## src/rtl/ex_div_unit.sv

```systemverilog
// Iterative restoring divider for RV32M DIV/DIVU/REM/REMU in the EX stage.
// Optional build macro: EX_DIV_EARLY_OUT_EN (finish at once when |dividend| < |divisor|).
module ex_div_unit #(
  parameter int unsigned XLEN = 32
) (
  input  logic            CLK,
  input  logic            RESET,
  input  logic            START,
  input  logic [2:0]      FUNC3,
  input  logic [XLEN-1:0] DATA1,
  input  logic [XLEN-1:0] DATA2,
  output logic            BUSYWAIT,
  output logic [XLEN-1:0] RESULT,
  output logic            DONE
);

  localparam int unsigned CntW = $clog2(XLEN);

  typedef enum logic [1:0] {StIdle, StCalc, StFixup, StDone} state_e;

  state_e            r_state, w_state_next;
  logic [XLEN-1:0]   r_quo;
  logic [XLEN-1:0]   r_divisor;
  logic [XLEN:0]     r_rem;
  logic [CntW-1:0]   r_count;
  logic              r_rem_sel;
  logic              r_qneg;
  logic              r_rneg;
  logic [XLEN-1:0]   r_result;

  // Codes without FUNC3[2] set decode as DIVU.
  logic              w_signed, w_rem_sel;
  logic [XLEN-1:0]   w_abs1, w_abs2;
  logic              w_div_zero, w_ovf, w_early, w_short;
  logic [XLEN-1:0]   w_short_res;
  logic [XLEN:0]     w_rem_shift, w_diff;
  logic              w_ge;
  logic [XLEN-1:0]   w_quo_fix, w_rem_fix;
  logic              w_last;
  logic              w_unused_rem_msb;

  assign w_signed   = FUNC3[2] & ~FUNC3[0];
  assign w_rem_sel  = FUNC3[2] & FUNC3[1];
  assign w_abs1     = (w_signed && DATA1[XLEN-1]) ? -DATA1 : DATA1;
  assign w_abs2     = (w_signed && DATA2[XLEN-1]) ? -DATA2 : DATA2;
  assign w_div_zero = (DATA2 == '0);
  assign w_ovf      = w_signed && (DATA1 == {1'b1, {(XLEN-1){1'b0}}}) && (&DATA2);

`ifdef EX_DIV_EARLY_OUT_EN
  assign w_early    = (w_abs1 < w_abs2);
`else
  assign w_early    = 1'b0;
`endif

  assign w_short    = w_div_zero | w_ovf | w_early;

  always_comb begin
    w_short_res = '0;
    if (w_div_zero) begin
      w_short_res = w_rem_sel ? DATA1 : '1;
    end else if (w_ovf) begin
      w_short_res = w_rem_sel ? '0 : DATA1;
    end else begin
      w_short_res = w_rem_sel ? DATA1 : '0;
    end
  end

  // Partial remainder stays below the divisor, so the top bit of the XLEN+1 diff is the borrow.
  assign w_rem_shift      = {r_rem[XLEN-1:0], r_quo[XLEN-1]};
  assign w_diff           = w_rem_shift - {1'b0, r_divisor};
  assign w_ge             = ~w_diff[XLEN];
  assign w_unused_rem_msb = r_rem[XLEN];
  assign w_last           = (r_count == CntW'(XLEN - 1));

  assign w_quo_fix = r_qneg ? -r_quo : r_quo;
  assign w_rem_fix = r_rneg ? -r_rem[XLEN-1:0] : r_rem[XLEN-1:0];

  always_comb begin
    w_state_next = r_state;
    BUSYWAIT     = 1'b0;
    DONE         = 1'b0;
    unique case (r_state)
      StIdle: begin
        BUSYWAIT = START;
        if (START) begin
          w_state_next = w_short ? StDone : StCalc;
        end
      end
      StCalc: begin
        BUSYWAIT = 1'b1;
        if (w_last) begin
          w_state_next = StFixup;
        end
      end
      StFixup: begin
        BUSYWAIT     = 1'b1;
        w_state_next = StDone;
      end
      StDone: begin
        DONE         = 1'b1;
        w_state_next = StIdle;
      end
      default: w_state_next = StIdle;
    endcase
  end

  always_ff @(posedge CLK) begin
    if (RESET) begin
      r_state   <= StIdle;
      r_quo     <= '0;
      r_divisor <= '0;
      r_rem     <= '0;
      r_count   <= '0;
      r_rem_sel <= 1'b0;
      r_qneg    <= 1'b0;
      r_rneg    <= 1'b0;
      r_result  <= '0;
    end else begin
      r_state <= w_state_next;
      unique case (r_state)
        StIdle: begin
          if (START) begin
            r_quo     <= w_abs1;
            r_divisor <= w_abs2;
            r_rem     <= '0;
            r_count   <= '0;
            r_rem_sel <= w_rem_sel;
            r_qneg    <= w_signed & (DATA1[XLEN-1] ^ DATA2[XLEN-1]);
            r_rneg    <= w_signed & DATA1[XLEN-1];
            if (w_short) begin
              r_result <= w_short_res;
            end
          end
        end
        StCalc: begin
          r_rem   <= w_ge ? w_diff : w_rem_shift;
          r_quo   <= {r_quo[XLEN-2:0], w_ge};
          r_count <= r_count + CntW'(1);
        end
        StFixup: begin
          r_result <= r_rem_sel ? w_rem_fix : w_quo_fix;
        end
        default: ;
      endcase
    end
  end

  assign RESULT = r_result;

endmodule

```

## config.mk

```make
export PLATFORM = sky130hd
export DESIGN_NAME = ex_div_unit
export DESIGN_NICKNAME = d
export VERILOG_FILES = /design/src/rtl/ex_div_unit.sv
export SDC_FILE = /design/constraint.sdc
export NUM_CORES = 1
export LEC_CHECK = 0
export CAP_MARGIN = 20
export CORE_ASPECT_RATIO = 0.8
export CORE_UTILIZATION = 44
export CTS_BUF_LIST = sky130_fd_sc_hd__clkbuf_16
export DETAILED_ROUTE_END_ITERATION = 12
export GPL_TIMING_DRIVEN = 1
export SLEW_MARGIN = 20
export SYNTH_ARGS = -nofsm -noshare
export SYNTH_HDL_FRONTEND = slang
export SYNTH_SLANG_ARGS = --single-unit
```

## constraint.sdc

```tcl
create_clock -name CLK -period 4.9 [get_ports CLK]
set_input_delay 0.49 -clock CLK [delete_from_list [all_inputs] [get_ports CLK]]
set_output_delay 0.49 -clock CLK [all_outputs]
set_load 0.005 [all_outputs]
```

## Word level (Yosys, flattened, before mapping)

Cells that the tools add are included.

- Register bits after elaboration: 138
- Input port bits: 70
- Output and inout bits: 34
- Word-level logic and storage cells: 71

- Add/subtract/negate cells: 6
- Equality and inequality tests: 8
- Mux-type cells: 26
- Bitwise gates (word level): 8
- Reductions and logical operators: 14

Operators by type and width:

| kind | number |
|---|---|
| 2-to-1 mux 32 bit | 15 |
| case mux 32 bit (2 select lines) | 3 |
| negation 32 bit | 4 |
| subtractor 33 x 32 -> 33 bit | 1 |
| equality test 32 bit (second input constant) | 1 |
| logical NOT 32 bit | 1 |
| AND reduction 32 bit | 1 |
| case mux 5 bit (2 select lines) | 1 |
| case mux 2 bit (4 select lines) | 1 |
| 2-to-1 mux 2 bit | 3 |
| != test 2 bit (second input constant) | 3 |
| AND reduction 2 bit | 3 |
| adder 5 x 1 -> 5 bit (second input constant) | 1 |
| equality test 5 bit (second input constant) | 1 |
| 2-to-1 mux 5 bit | 1 |
| AND 1 bit | 4 |
| equality test 2 bit (second input constant) | 2 |
| logical AND 1 bit | 4 |
| nonzero test 2 bit | 2 |
| AND reduction 3 bit | 1 |
| equality test 2 x 1 -> 1 bit (second input constant) | 1 |
| logical NOT 2 bit | 1 |
| inverter 1 bit | 2 |
| case mux 1 bit (2 select lines) | 1 |
| other kinds (4) | 4 |

## Longest topological paths before layout

Gate-level depths: netlist of the first run.

- Depth after elaboration: 9
- Mapped depth: 14
- Depth with buffers taken out: 12

## Least setup slack after synthesis of the first run

No wires, ideal clock.

- Kind: register -> register
- From: register r_quo[31]
- To: register r_rem[19]
- Library setup time: 122 ps
- Data arrival time: 3,204 ps
- Data required time: 4,778 ps
- Slack: 1,574 ps
- Cell stages (with the launch flop): 14
- Buffers on the path: 1
- Clock period less this slack: 3,326 ps
- Path through: dfxtp_1 -> inv_1 -> ha_1 -> fa_1 -> nand2b_1 -> a21oi_1 -> o21ai_1 -> a211oi_1 -> a211oi_2 -> o22a_1 -> mux2i_2 -> nand2_1 -> buf_2 -> a221o_1

- Cells in the longest elaborated chain, start to end: 3

RTL lines:

| item | RTL line | text |
|---|---|---|
| start: declaration | 22 | `logic [XLEN-1:0] r_quo;` |
| start signal: assignment | 123 | `r_quo <= w_abs1;` |
| start signal: assignment | 137 | `r_quo <= {r_quo[XLEN-2:0], w_ge};` |
| subtractor 33 x 32 -> 33 bit | 70 | `assign w_diff = w_rem_shift - {1'b0, r_divisor};` |
| 2-to-1 mux 32 bit | 136 | `r_rem <= w_ge ? w_diff : w_rem_shift;` |
| case mux 32 bit (2 select lines) | 120 | `unique case (r_state)` |
| end signal: assignment | 136 |  |
| end: declaration | 24 | `logic [XLEN:0] r_rem;` |

Every way passes these cells.
A chain may end at the register's enable or synchronous reset.

## Final worst setup path of the first run

- From: register r_divisor[5]
- To: register r_rem[3]

- Cells in the longest elaborated chain, start to end: 3

RTL lines:

| item | RTL line | text |
|---|---|---|
| start: declaration | 23 | `logic [XLEN-1:0] r_divisor;` |
| start signal: assignment | 124 | `r_divisor <= w_abs2;` |
| subtractor 33 x 32 -> 33 bit | 70 |  |
| 2-to-1 mux 32 bit | 136 |  |
| case mux 32 bit (2 select lines) | 120 |  |

Every way passes these cells.

==> results.md, run 1 <==
* Internal at 3130 uW
* Post-CTS Resized at 0
* Sequential power share at 0.302
* Clk pin slew, worst setup/hold paths at around 0.07 ns
* Ys Warns at 0
* Largest cells by area after synthesis: dfxtp_1 26%, nand2_1 7.6%, xor2_1 6.1%
* Slew headroom at 0.257
* Average size of a mapped cell at about 7.4 um2
* Max Slew Vio Count at 0
* First-pass GRT wire length at between 50000 and 60000 um
* I/O Pins at between 100 and 150
* Worst skew pair latency at between 0.4 and 0.5 ns
* Max-Cap Viols at 0
* # diodes at 0
* Total number of vias at ~11000
* Synth cell count leaders: 215 x nand2_1, 138 x dfxtp_1, 121 x a21oi_1
* RR Startpoint: r_divisor[5]$_SDFFE_PP0P_
* Root buffer cell: clkbuf_16
* Layout Skew at between 0.01 and 0.015 ns
* Initial antenna violation count at 0
* Pwr dens at 446 nW/um2
* Async SR Flop Fraction at 0
* Slew @ Worst Pin at between 1 and 1.5 ns
* Top FF cell, synth: dfxtp_1
* Status: finished, final reports clean
* Drt total wl at 35300 um
* Post-Place Cells at 1789
* Worst hold margin at about 0.45 ns
* Crit Path Max Fanout at 40
* Synth unique cells at 75
* Sw frac at 0.435
* Initial Utilization at 0.452
* Sequential share of the synthesized area at 0.259
* Logic pwr share at 0.466
* CP Capture Type: flip-flop
* NetSw at 2420 uW
* CP Data Required Time at roughly 5.2 ns
* Setup TNS at 0 ns
* Cell with the most instances after synthesis: nand2_1
* Die width at roughly 180 um
* DRC at 0
* Peak supply drop at between 0.4 and 0.5 mV
* Layout cells sized above 1 at 0.0504
* TritonCTS clock tree: done
* CP cell instances: inv_1 -> ha_1 -> a21o_1 -> a211o_1 -> o21ai_1 -> a211oi_1 -> a211oi_2 -> o22a_1 -> mux2_2 -> or3_1 -> a32o_1
* GRT Resource Usage Total at 0.287
* Largest buffer count on any clock path at 2
* CTS H-Tree Depth at 4
* CP startpoint: r_divisor[5]$_SDFFE_PP0P_
* DR iter-0 viols at 930
* Hold Startpoint: r_divisor[30]$_SDFFE_PP0P_
* Top cell type's share of synthesized area at 0.259
* Die H at around 140 um
* Port Buffers at around 100
* Pleak at 0.00476 uW
* Flops & latches, synth at around 140
* Postcts setup bufs at 0
* Leading area contributor after synthesis: dfxtp_1
* Vias per inst at approximately 6.0
* Final setup violation count at 0
* Core area at 23600 um2
* CTS buffer count at 17
* Critical path class: flip-flop to flip-flop
* Post-Synthesis Net Count at 1560
* Final Cycle Share at 0.822
* Synth Instances at roughly 1400
* Power share of the clock group at 0.232
* Crit-path slowest cell: mux2_2
* RSZ-0062 raised after global routing: false
* Number of global-route vias before repair at 9892
* Largest net degree at the start of global routing at 63
* Crit path arrival time at ~4.3 ns
* Hpwl dp at between 20000 and 30000 um
* Die footprint at 24800 um2
* CTS Hold Buffers Added at 0
* # nets final at between 1500 and 2000
* FP Rows at 50
* Mapped Area at 10700 um2
* P&R area growth vs syn at 16.8%
* GRT Residual Overflow at 0
* Tmin final at just over 4 ns
* Drt first pass iters at 7
* Drt wl/cell at 19.4 um
* Clock sink total at ~140
* Element type at the critical path start: flip-flop
* HP Class: flip-flop to flip-flop
* Final Non-Filler Cells at between 1500 and 2000
* CP peak stage delay at roughly 0.63 ns
* Hold Fails Final Rpt at 0
* Final GP Congestion at slightly above 0.9
* Post-synth EDFFs at 0
* F_max at 0.248 GHz
* Detail Route Antenna Nets at 0
[final cells by class]
cell class	count	area (um2)
Fill cell	2336	11100
Multi-Input combinational cell	1150	7290
Sequential cell	138	2760
Timing Repair Buffer	124	1180
Clock buffer	17	425
Tap cell	312	390
Inverter	65	244
Clock inverter	13	138
[power groups by stage]
stage          sequential, uW  clock [uW]  combinational, uW
2_1_floorplan            1560           0               1820
4_1_cts                  1660        1300               2560
5_1_grt                  1700        1350               2870
3_5_place_dp             1680           0               2540
3_3_place_gp             1680           0               2530
6_report                 1680        1290               2590
[cells by family after synthesis]
family / synth area share
AOI/OAI and AO/OA: 0.275
xor gates and xnor gates: 0.114
adders and majority gates: 0.0524
buffers and inverters: 0.0578
DFF: 0.259
muxes: 0.0116
and+or+nand+nor: 0.230
[worst max-delay path, delay by kind of cell (launching register included)]
| family | cells | cell delay [ns] |
|---|---|---|
| compound gates | 7 | 1.93 |
| fa+ha+maj | 1 | 0.37 |
| buf+inv | 1 | 0.09 |
| flops | 1 | 0.42 |
| mux | 1 | 0.63 |
| simple gates | 1 | 0.46 |
[final timing paths]
check / to / slack [ns] / depth (start not counted)
worst min register to register: r_divisor[30]$_SDFFE_PP0P_ / 0.45 / 2
worst max-delay path: r_rem[3]$_SDFFE_PP0P_ / 0.87 / 11
worst min-delay path: r_divisor[30]$_SDFFE_PP0P_ / 0.45 / 2
worst max register to register: r_rem[3]$_SDFFE_PP0P_ / 0.87 / 11
[cells in the final DEF (no fill, tap or decap), types with 22 or more instances in the layout]
master and count:
nand2_1 215, a211oi_1 31, or3_1 28, a21oi_1 121, a21o_1 22, xnor2_1 65
nor3_1 46, o21ai_0 99, xor2_1 74, inv_1 65, nand3_1 22, o31ai_1 34
ha_1 42, dfxtp_1 138, clkdlybuf4s50_1 102, nor2_1 97
[per-layer routing]
metal  vias to the layer above  global-route usage  share of wire
met2                       380               0.401           0.41
met1                      5149               0.441           0.50
met4                         0              0.0760          0.016
met3                        37              0.0520          0.073
li1                       5320                   -              -
met5                         -                   0              0
[flip-flops by register name (all words and copies together) (netlist names)]
name and flops:
r_rem_sel 1, r_rem 32, r_qneg 1, RESULT 32
r_rneg 1, r_quo 32, r_divisor 32, r_count 5
r_state 2
[through the flow]
stage	instance area [um2]	util	setup WS (ns)	power (uW)
2_1_floorplan	10700	-	1.57	3370
3_3_place_gp	11900	0.504	0.730	4210
3_5_place_dp	11900	0.504	0.675	4220
4_1_cts	12400	0.527	0.965	5530
5_1_grt	12400	0.527	0.704	5920
6_report	12400	0.527	0.873	5550
Note: power is estimated with default switching activity, not from simulation.
==> run 2: changes to the inputs <==
==> constraint.sdc (replaced) <==
create_clock -name CLK -period 3.9 [get_ports CLK]
set_input_delay 0.39 -clock CLK [delete_from_list [all_inputs] [get_ports CLK]]
set_output_delay 0.39 -clock CLK [all_outputs]
set_load 0.005 [all_outputs]
==> run 2 against run 1 <==
Fmax up 9.3%; cell count up 2.2%; critical path depth unchanged; clock skew shrank 0.0012 ns; register-to-register slack got worse by 0.66 ns; clock power increased by 26%; global-route usage grew 0.40 points; sequential share of layout area decreased by 0.54 points; sequential cell count did not move; worst hold slack better by 0.0080 ns; worst setup slack worse by 0.66 ns.
==> results.md, run 2 (synthesis gave the netlist of run 1 again) <==
* Initial antenna violation count at 0
* Post-Route Utilization at 0.541
* Worst skew pair latency at approximately 0.44 ns
* Worst hold margin at 0.459 ns
* Tmin final at between 3 and 4 ns
* Die width at around 180 um
* CP Data Required Time at 4.23 ns
* Drt total wl at 35700 um
* Total number of vias at approximately 11000
* TritonCTS clock tree: done
* Peak supply drop at ~0.41 mV
* P&R area growth vs syn at 19.8%
* Crit Path Max Fanout at 21
* Clk pin slew, worst setup/hold paths at 0.06 ns
* RSZ-0062 raised after global routing: false
* Largest buffer count on any clock path at 2
* HP Class: flip-flop to flip-flop
* CTS Hold Buffers Added at 0
* DR iter-0 viols at approximately 1200
* Slew @ Worst Pin at between 1 and 1.5 ns
* Vias per inst at between 5 and 6
* Die footprint at ~25000 um2
* DRC at 0
* Postcts setup bufs at 0
* Pwr dens at 552 nW/um2
* Crit path arrival time at approximately 4.0 ns
* GRT Residual Overflow at 0
* Status: finished, final reports clean
* Post-CTS Resized at 0
* Largest net degree at the start of global routing at 63
* Pleak at slightly below 0.005 uW
* Final setup violation count at 0
* Port Buffers at between 100 and 150
* # nets final at 1649
* Max Slew Vio Count at 0
* CTS H-Tree Depth at 4
* CTS buffer count at 17
* Root buffer cell: clkbuf_16
* CP Capture Type: flip-flop
* Element type at the critical path start: flip-flop
* Hpwl dp at 26700 um
* Core area at 23600 um2
* Critical path class: flip-flop to flip-flop
* Die H at 141 um
* F_max at ~0.27 GHz
* Pre-CTS setup slack at around 0.11 ns
* Hold Fails Final Rpt at 0
* Initial Utilization at 0.452
* FP Rows at 50
* Setup TNS at 0 ns
* Max-Cap Viols at 0
* Slew headroom at 0.266
* Drt wl/cell at between 15 and 20 um
* Layout Skew at around 0.010 ns
* Most frequent cells in the layout: 215 x nand2_1, 137 x dfxtp_1, 121 x a21oi_1
* Final Cycle Share at 0.945
* Layout cells sized above 1 at 0.0776
* Number of global-route vias before repair at ~10000
* First-pass GRT wire length at between 50000 and 60000 um
* I/O Pins at around 100
* GRT Resource Usage Total at 0.291
* # diodes at 0
* Commonest non-fill, non-tap cell in the layout: nand2_1
* Detail Route Antenna Nets at 0
* Clock sink total at roughly 140
* Final WS setup at about 0.22 ns
* Final GP Congestion at about 0.90
* Drt first pass iters at 5
-- run 2: where the power goes --
part / internal (uW) / switching [uW] / leakage (uW)
Sequential: 1710 / 353 / 0.00113
Combinational: 1290 / 2060 / 0.00355
Clock: 929 / 691 / 0.000277
Total: 3930 / 3110 / 0.00496
-- run 2: final cells by class --
type,count,area [um2]
Inverter,65,244
Sequential cell,138,2760
Clock inverter,14,131
Multi-Input combinational cell,1150,7300
Tap cell,312,390
Clock buffer,17,425
Timing Repair Buffer,163,1500
Fill cell,2287,10800
-- run 2: path summary, 6_finish.rpt --
kind                                                 start                          to  slack, ns  cells past startpoint
worst max register to register       r_rem[4]$_SDFFE_PP0P_       r_rem[9]$_SDFFE_PP0P_       0.22                     11
worst min-delay path            r_divisor[30]$_SDFFE_PP0P_  r_divisor[30]$_SDFFE_PP0P_       0.46                      2
worst min register to register  r_divisor[30]$_SDFFE_PP0P_  r_divisor[30]$_SDFFE_PP0P_       0.46                      2
worst max-delay path                 r_rem[4]$_SDFFE_PP0P_       r_rem[9]$_SDFFE_PP0P_       0.22                     11
-- run 2: per-layer routing --
metal | vias to the layer above | GRT usage | wire (um)
li1 | 5390 | - | -
met1 | 5086 | 0.448 | 17700
met2 | 464 | 0.414 | 14600
met3 | 31 | 0.0539 | 3040
met4 | 0 | 0.0549 | 420
met5 | - | 0 | 0
-- run 2: per-stage QoR --
stage / area (um2) / total power, uW / cells
2_1_floorplan: 10700 / 4240 / 1446
3_3_place_gp: 12200 / 5340 / 1828
3_5_place_dp: 12200 / 5360 / 1828
4_1_cts: 12700 / 6980 / 1859
5_1_grt: 12800 / 7510 / 1859
6_report: 12800 / 7040 / 1859
-- run 2: worst max-delay path, cell delays in order (launching register included) --
cell,delay [ns]
dfxtp_1,0.47
ha_1,0.35
a21o_1,0.23
a211o_1,0.28
o21ai_1,0.29
a211oi_2,0.14
a211oi_2,0.32
o22a_1,0.24
mux2_2,0.45
buf_12,0.19
or3_1,0.35
a32o_1,0.25
==> RTL edit 1: new RTL, settings of run 2 <==
Change the parameter `XLEN` from 32 to 64.
--- a/src/rtl/ex_div_unit.sv
+++ b/src/rtl/ex_div_unit.sv
@@ -1,7 +1,7 @@
 // Iterative restoring divider for RV32M DIV/DIVU/REM/REMU in the EX stage.
 // Optional build macro: EX_DIV_EARLY_OUT_EN (finish at once when |dividend| < |divisor|).
 module ex_div_unit #(
-  parameter int unsigned XLEN = 32
+  parameter int unsigned XLEN = 64
 ) (
   input  logic            CLK,
   input  logic            RESET,
Ports: changed (resized DATA1, DATA2 and RESULT); port bits go from 104 to 200. The function was not compared with the original's and may differ.
==> RTL edit 1 against run 2 <==
Area after synthesis up 98%; power up 79%; die area rose by 96%; wire length is 120% higher; worst setup slack got worse by 0.049 ns; combinational power is 77% higher; sequential cell count is 129 higher; design area rose by 100%.
==> RTL edit 1: results (changes against run 2) <==
power_and_ir_drop:
  irDropWorstVdd_mv: 0.417  # was 0.413 mV
  p_int_uw: 7000  # was 3930 uW
  p_leak_uw: 0.00992  # was 0.00496 uW
layout:
  fill_cells: 4617  # was 2287
  insertedDiodeCount: 0  # unchanged
  stdcell_count: 3782  # was 1859
  drive_gt1_share_pct: 10.2  # was 7.76%
  layout.nets: 3349  # was 1649
detailed_routing:
  routed_wl_um: 80300  # was 35700 um
  dr.pass1.iters: 7  # was 5
  viasPerCell: 6.00  # was 5.90
  drt_iter0_drc: 1864  # was 1165
placed_design:
  place_congestion: 0.926  # was 0.896
  dp_cells: 3728  # was 1828
  io_buffers: 199  # was 103
  dp_slack_ns: -0.455  # was 0.107 ns
  placed_area_um2: 24900  # was 12200 um2
  place_hpwl_um: 62800  # was 26700 um
synthesis:
  synthArstFlopShare_pct: 0  # unchanged
  syn-num-nets: 3088  # was 1560
  ys_seq_area_share_pct: 25.4  # was 25.9%
  yosys_warnings: 0  # unchanged
  ys_top_cells_by_count: "nand2_1, dfxtp_1, a21oi_1, o21ai_0, nor2_1"  # unchanged
  yosysUniqueCellTypes: 85  # was 75
  synth_area_leaders: "dfxtp_1, xnor2_1, nand2_1, a21oi_1, o21ai_0"  # was dfxtp_1, nand2_1, xor2_1, a21oi_1, xnor2_1
  avgSynthCellArea_um2: 7.32  # was 7.37 um2
grt:
  grt_pass1_wl_um: 123000  # was 56500 um
  track_usage_pct: 32.1  # was 29.1%
  grt_max_degree: 104  # was 63
  grt_pass1_vias: 21400  # was 9975
status:
  status: "complete, no violations"  # unchanged
worst_hold_path:
  hold_class: "in2reg"  # was reg2reg
clock_tree:
  postCtsHoldBufs: 0  # unchanged
  cts_buffer_depth: 3  # was 2
  root_buffer: "clkbuf_16"  # unchanged
  cts-buffers-inserted: 30  # was 17
  clk_latency_ns: 0.60  # was 0.44 ns
  cts_max_level: 1  # was 4
sta:
  hold_viol_final: 0  # unchanged
  slew_headroom_pct: 39.8  # was 26.6%
  skew_ns: 0.0201  # was 0.0101 ns
critical_path:
  slowest_stage: "dfxtp_2"  # was dfxtp_1
  crit_fanout: 4  # was 21
  slowest_delay_ns: 0.43  # was 0.47 ns
  crit_family: "compound AO/OA/AOI/OAI gates"  # unchanged
  crit_arrival_ns: 4.21  # was 4.01 ns
## RTL edit 1: changes by cell type after synthesis, moves of 46 or more
cell | run 2 | this run
xnor2_1 | 65 | 169
nand4_1 | 11 | 57
clkbuf_1 | 81 | 143
nand2_1 | 215 | 380
xor2_1 | 74 | 125
dfxtp_1 | 138 | 267
o21ai_0 | 100 | 238
nor2_1 | 98 | 207
a21oi_1 | 121 | 262
## RTL edit 1: path summary, 6_finish.rpt
| kind | startpoint | endpoint | slack [ns] | cells after the start |
|---|---|---|---|---|
| worst min register to register | r_divisor[58] | r_divisor[58] | 0.46 | 2 |
| worst min-delay path | RESET | r_state[1] | 0.32 | 2 |
| worst max register to register | r_quo[63] | r_rem[31] | 0.17 | 15 |
| worst max-delay path | r_quo[63] | r_rem[31] | 0.17 | 15 |
## RTL edit 1: through the flow
step           power (uW)  utilization (%)
2_1_floorplan        7510                -
5_1_grt             13400             55.0
3_3_place_gp         9510             52.9
6_report            12600             55.0
3_5_place_dp         9570             52.9
4_1_cts             12500             55.0
## RTL edit 1: what timing repair did
item	in CTS	in global routing
endpoints found under the setup margin	4	36
gates resized for setup	1	2
setup buffers	0	0
## RTL edit 1: final cells by class
class	instances	area, um2	area share (%)
Clock inverter	23	205	0.793
Multi-Input combinational cell	2327	14700	56.6
Timing Repair Buffer	411	3730	14.4
Tap cell	620	776	3.00
Inverter	103	387	1.49
Clock buffer	31	776	3.00
Sequential cell	267	5350	20.7
## RTL edit 1: kinds of logic after synthesis
family / share of synthesized area (%)
xor+xnor: 12.2
simple gates: 21.9
buf+inv: 5.32
mux: 1.96
compound gates: 28.7
fa+ha+maj: 4.49
flops: 25.4
## RTL edit 1: layer usage
layer / up-vias / GRT usage (%) / part of all wire (%) / wire [um]
met3: 97 / 5.18 / 6.6 / 5260
met2: 723 / 50.8 / 44 / 35700
met5: - / 0 / 0 / 0
met1: 10900 / 45.1 / 47 / 37400
li1: 11000 / - / - / -
met4: 0 / 7.82 / 2.5 / 1980
## RTL edit 1: power by group through the flow
stage / registers (uW) / clock network [uW] / logic, uW
final: 3730 / 2950 / 5920
after global routing: 3780 / 3080 / 6500
after CTS: 3700 / 2990 / 5840
after detailed placement: 3760 / 0 / 5810
after global placement: 3750 / 0 / 5760
after floorplan: 3590 / 0 / 3920
==> RTL edit 2: new RTL, flow settings as in run 2 <==
Made on the original files. Make the reset (`RESET`) asynchronous in one clocked block.
--- a/src/rtl/ex_div_unit.sv
+++ b/src/rtl/ex_div_unit.sv
@@ -104,7 +104,7 @@
     endcase
   end
 
-  always_ff @(posedge CLK) begin
+  always_ff @(posedge CLK or posedge RESET) begin
     if (RESET) begin
       r_state   <= StIdle;
       r_quo     <= '0;
Function: differs if RESET is asserted again (counterexample within 4 cycles, from zero or initial values and one cycle with RESET high); with RESET held inactive, the same outputs for 10 cycles.
==> RTL edit 2 against run 2 <==
Area after synthesis about the same; sequential cell count unchanged; power increased by 55%; critical endpoint is now r_rem[9]; hold slack improved by 0.010 ns; design area shrank 0.56%; worst setup slack better by 0.072 ns; wire length fell by 11%; combinational power is 96% higher; largest cell class unchanged; sequential power up 28%; clock power is 7% higher.
==> RTL edit 2: results (changes against run 2) <==
critical_path:
  slowest_stage: "dfrtp_1"  # was dfxtp_1
  critPathCapture: "r_rem[9]"  # unchanged
  crit_arrival_ns: 3.89  # was 4.01 ns
  slowest_delay_ns: 0.42  # was 0.47 ns
  crit_fanout: 19  # was 21
power_and_ir_drop:
  switching_share_pct: 45.8  # was 44.1%
  pwr-share-clk_pct: 15.9  # was 23.0%
  combPwrFrac_pct: 60.0  # was 47.6%
  p_int_uw: 5920  # was 3930 uW
grt:
  grt_pass1_vias: 9542  # was 9975
  grt_max_degree: 139  # was 63
synthesis:
  yosysUniqueCellTypes: 74  # was 75
  synth-xor-area-share_pct: 12.0  # was 11.4%
  avgSynthCellArea_um2: 8.24  # was 7.37 um2
  ys_seq_area_share_pct: 32.4  # was 25.9%
  synthArstFlopShare_pct: 100  # was 0%
  syn-num-nets: 1406  # was 1560
  synth_compound_area_share_pct: 25.8  # was 27.5%
worst_hold_path:
  hp-start: "RESULT[20]"  # was r_divisor[30]
detailed_routing:
  drt_iter0_drc: 860  # was 1165
  vias: 10000  # was 11000
  route.detailed.wl_per_inst_um: 18.7  # was 19.2 um
status:
  status: "complete, no violations"  # unchanged
placed_design:
  placed_area_um2: 12100  # was 12200 um2
  place_congestion: 0.877  # was 0.896
sta:
  worst_slack_ns: 0.288  # was 0.216 ns
  slew_headroom_pct: 31.9  # was 26.6%
[RTL edit 2: cell count changes in the layout (fill, tap and decap cells not counted), sizes merged, moves of 29 or more]
cell and change:
dfrtp +138, dfxtp -138, o21ai +69, nand2 -63, xnor2 +34, buf -29
[RTL edit 2: area by class of cell]
type	count	area [um2]
clock buffer	17	425
clock inverter	15	183
fill	2223	10900
inverter	59	225
multi-input combinational	1032	6710
sequential	138	3450
tap	312	390
timing repair buffer	135	1300
[RTL edit 2: metal layers]
layer  vias up  GRT usage (%)  part of all wire, %
li1       4841              -                    -
met3        33           4.96                  6.2
met1      4805           39.5                   49
met2       321           39.5                   43
met4         0           7.60                  1.8
met5         -              0                    0
[RTL edit 2: cell families (layout without fill, tap and decap cells)]
family                     Yosys count  in the layout
AOI/OAI and AO/OA                  447            447
xor gates and xnor gates           146            146
adders and majority gates           44             44
buffers and inverters              122            226
DFF                                138            138
muxes                               30             30
and+or+nand+nor                    365            365
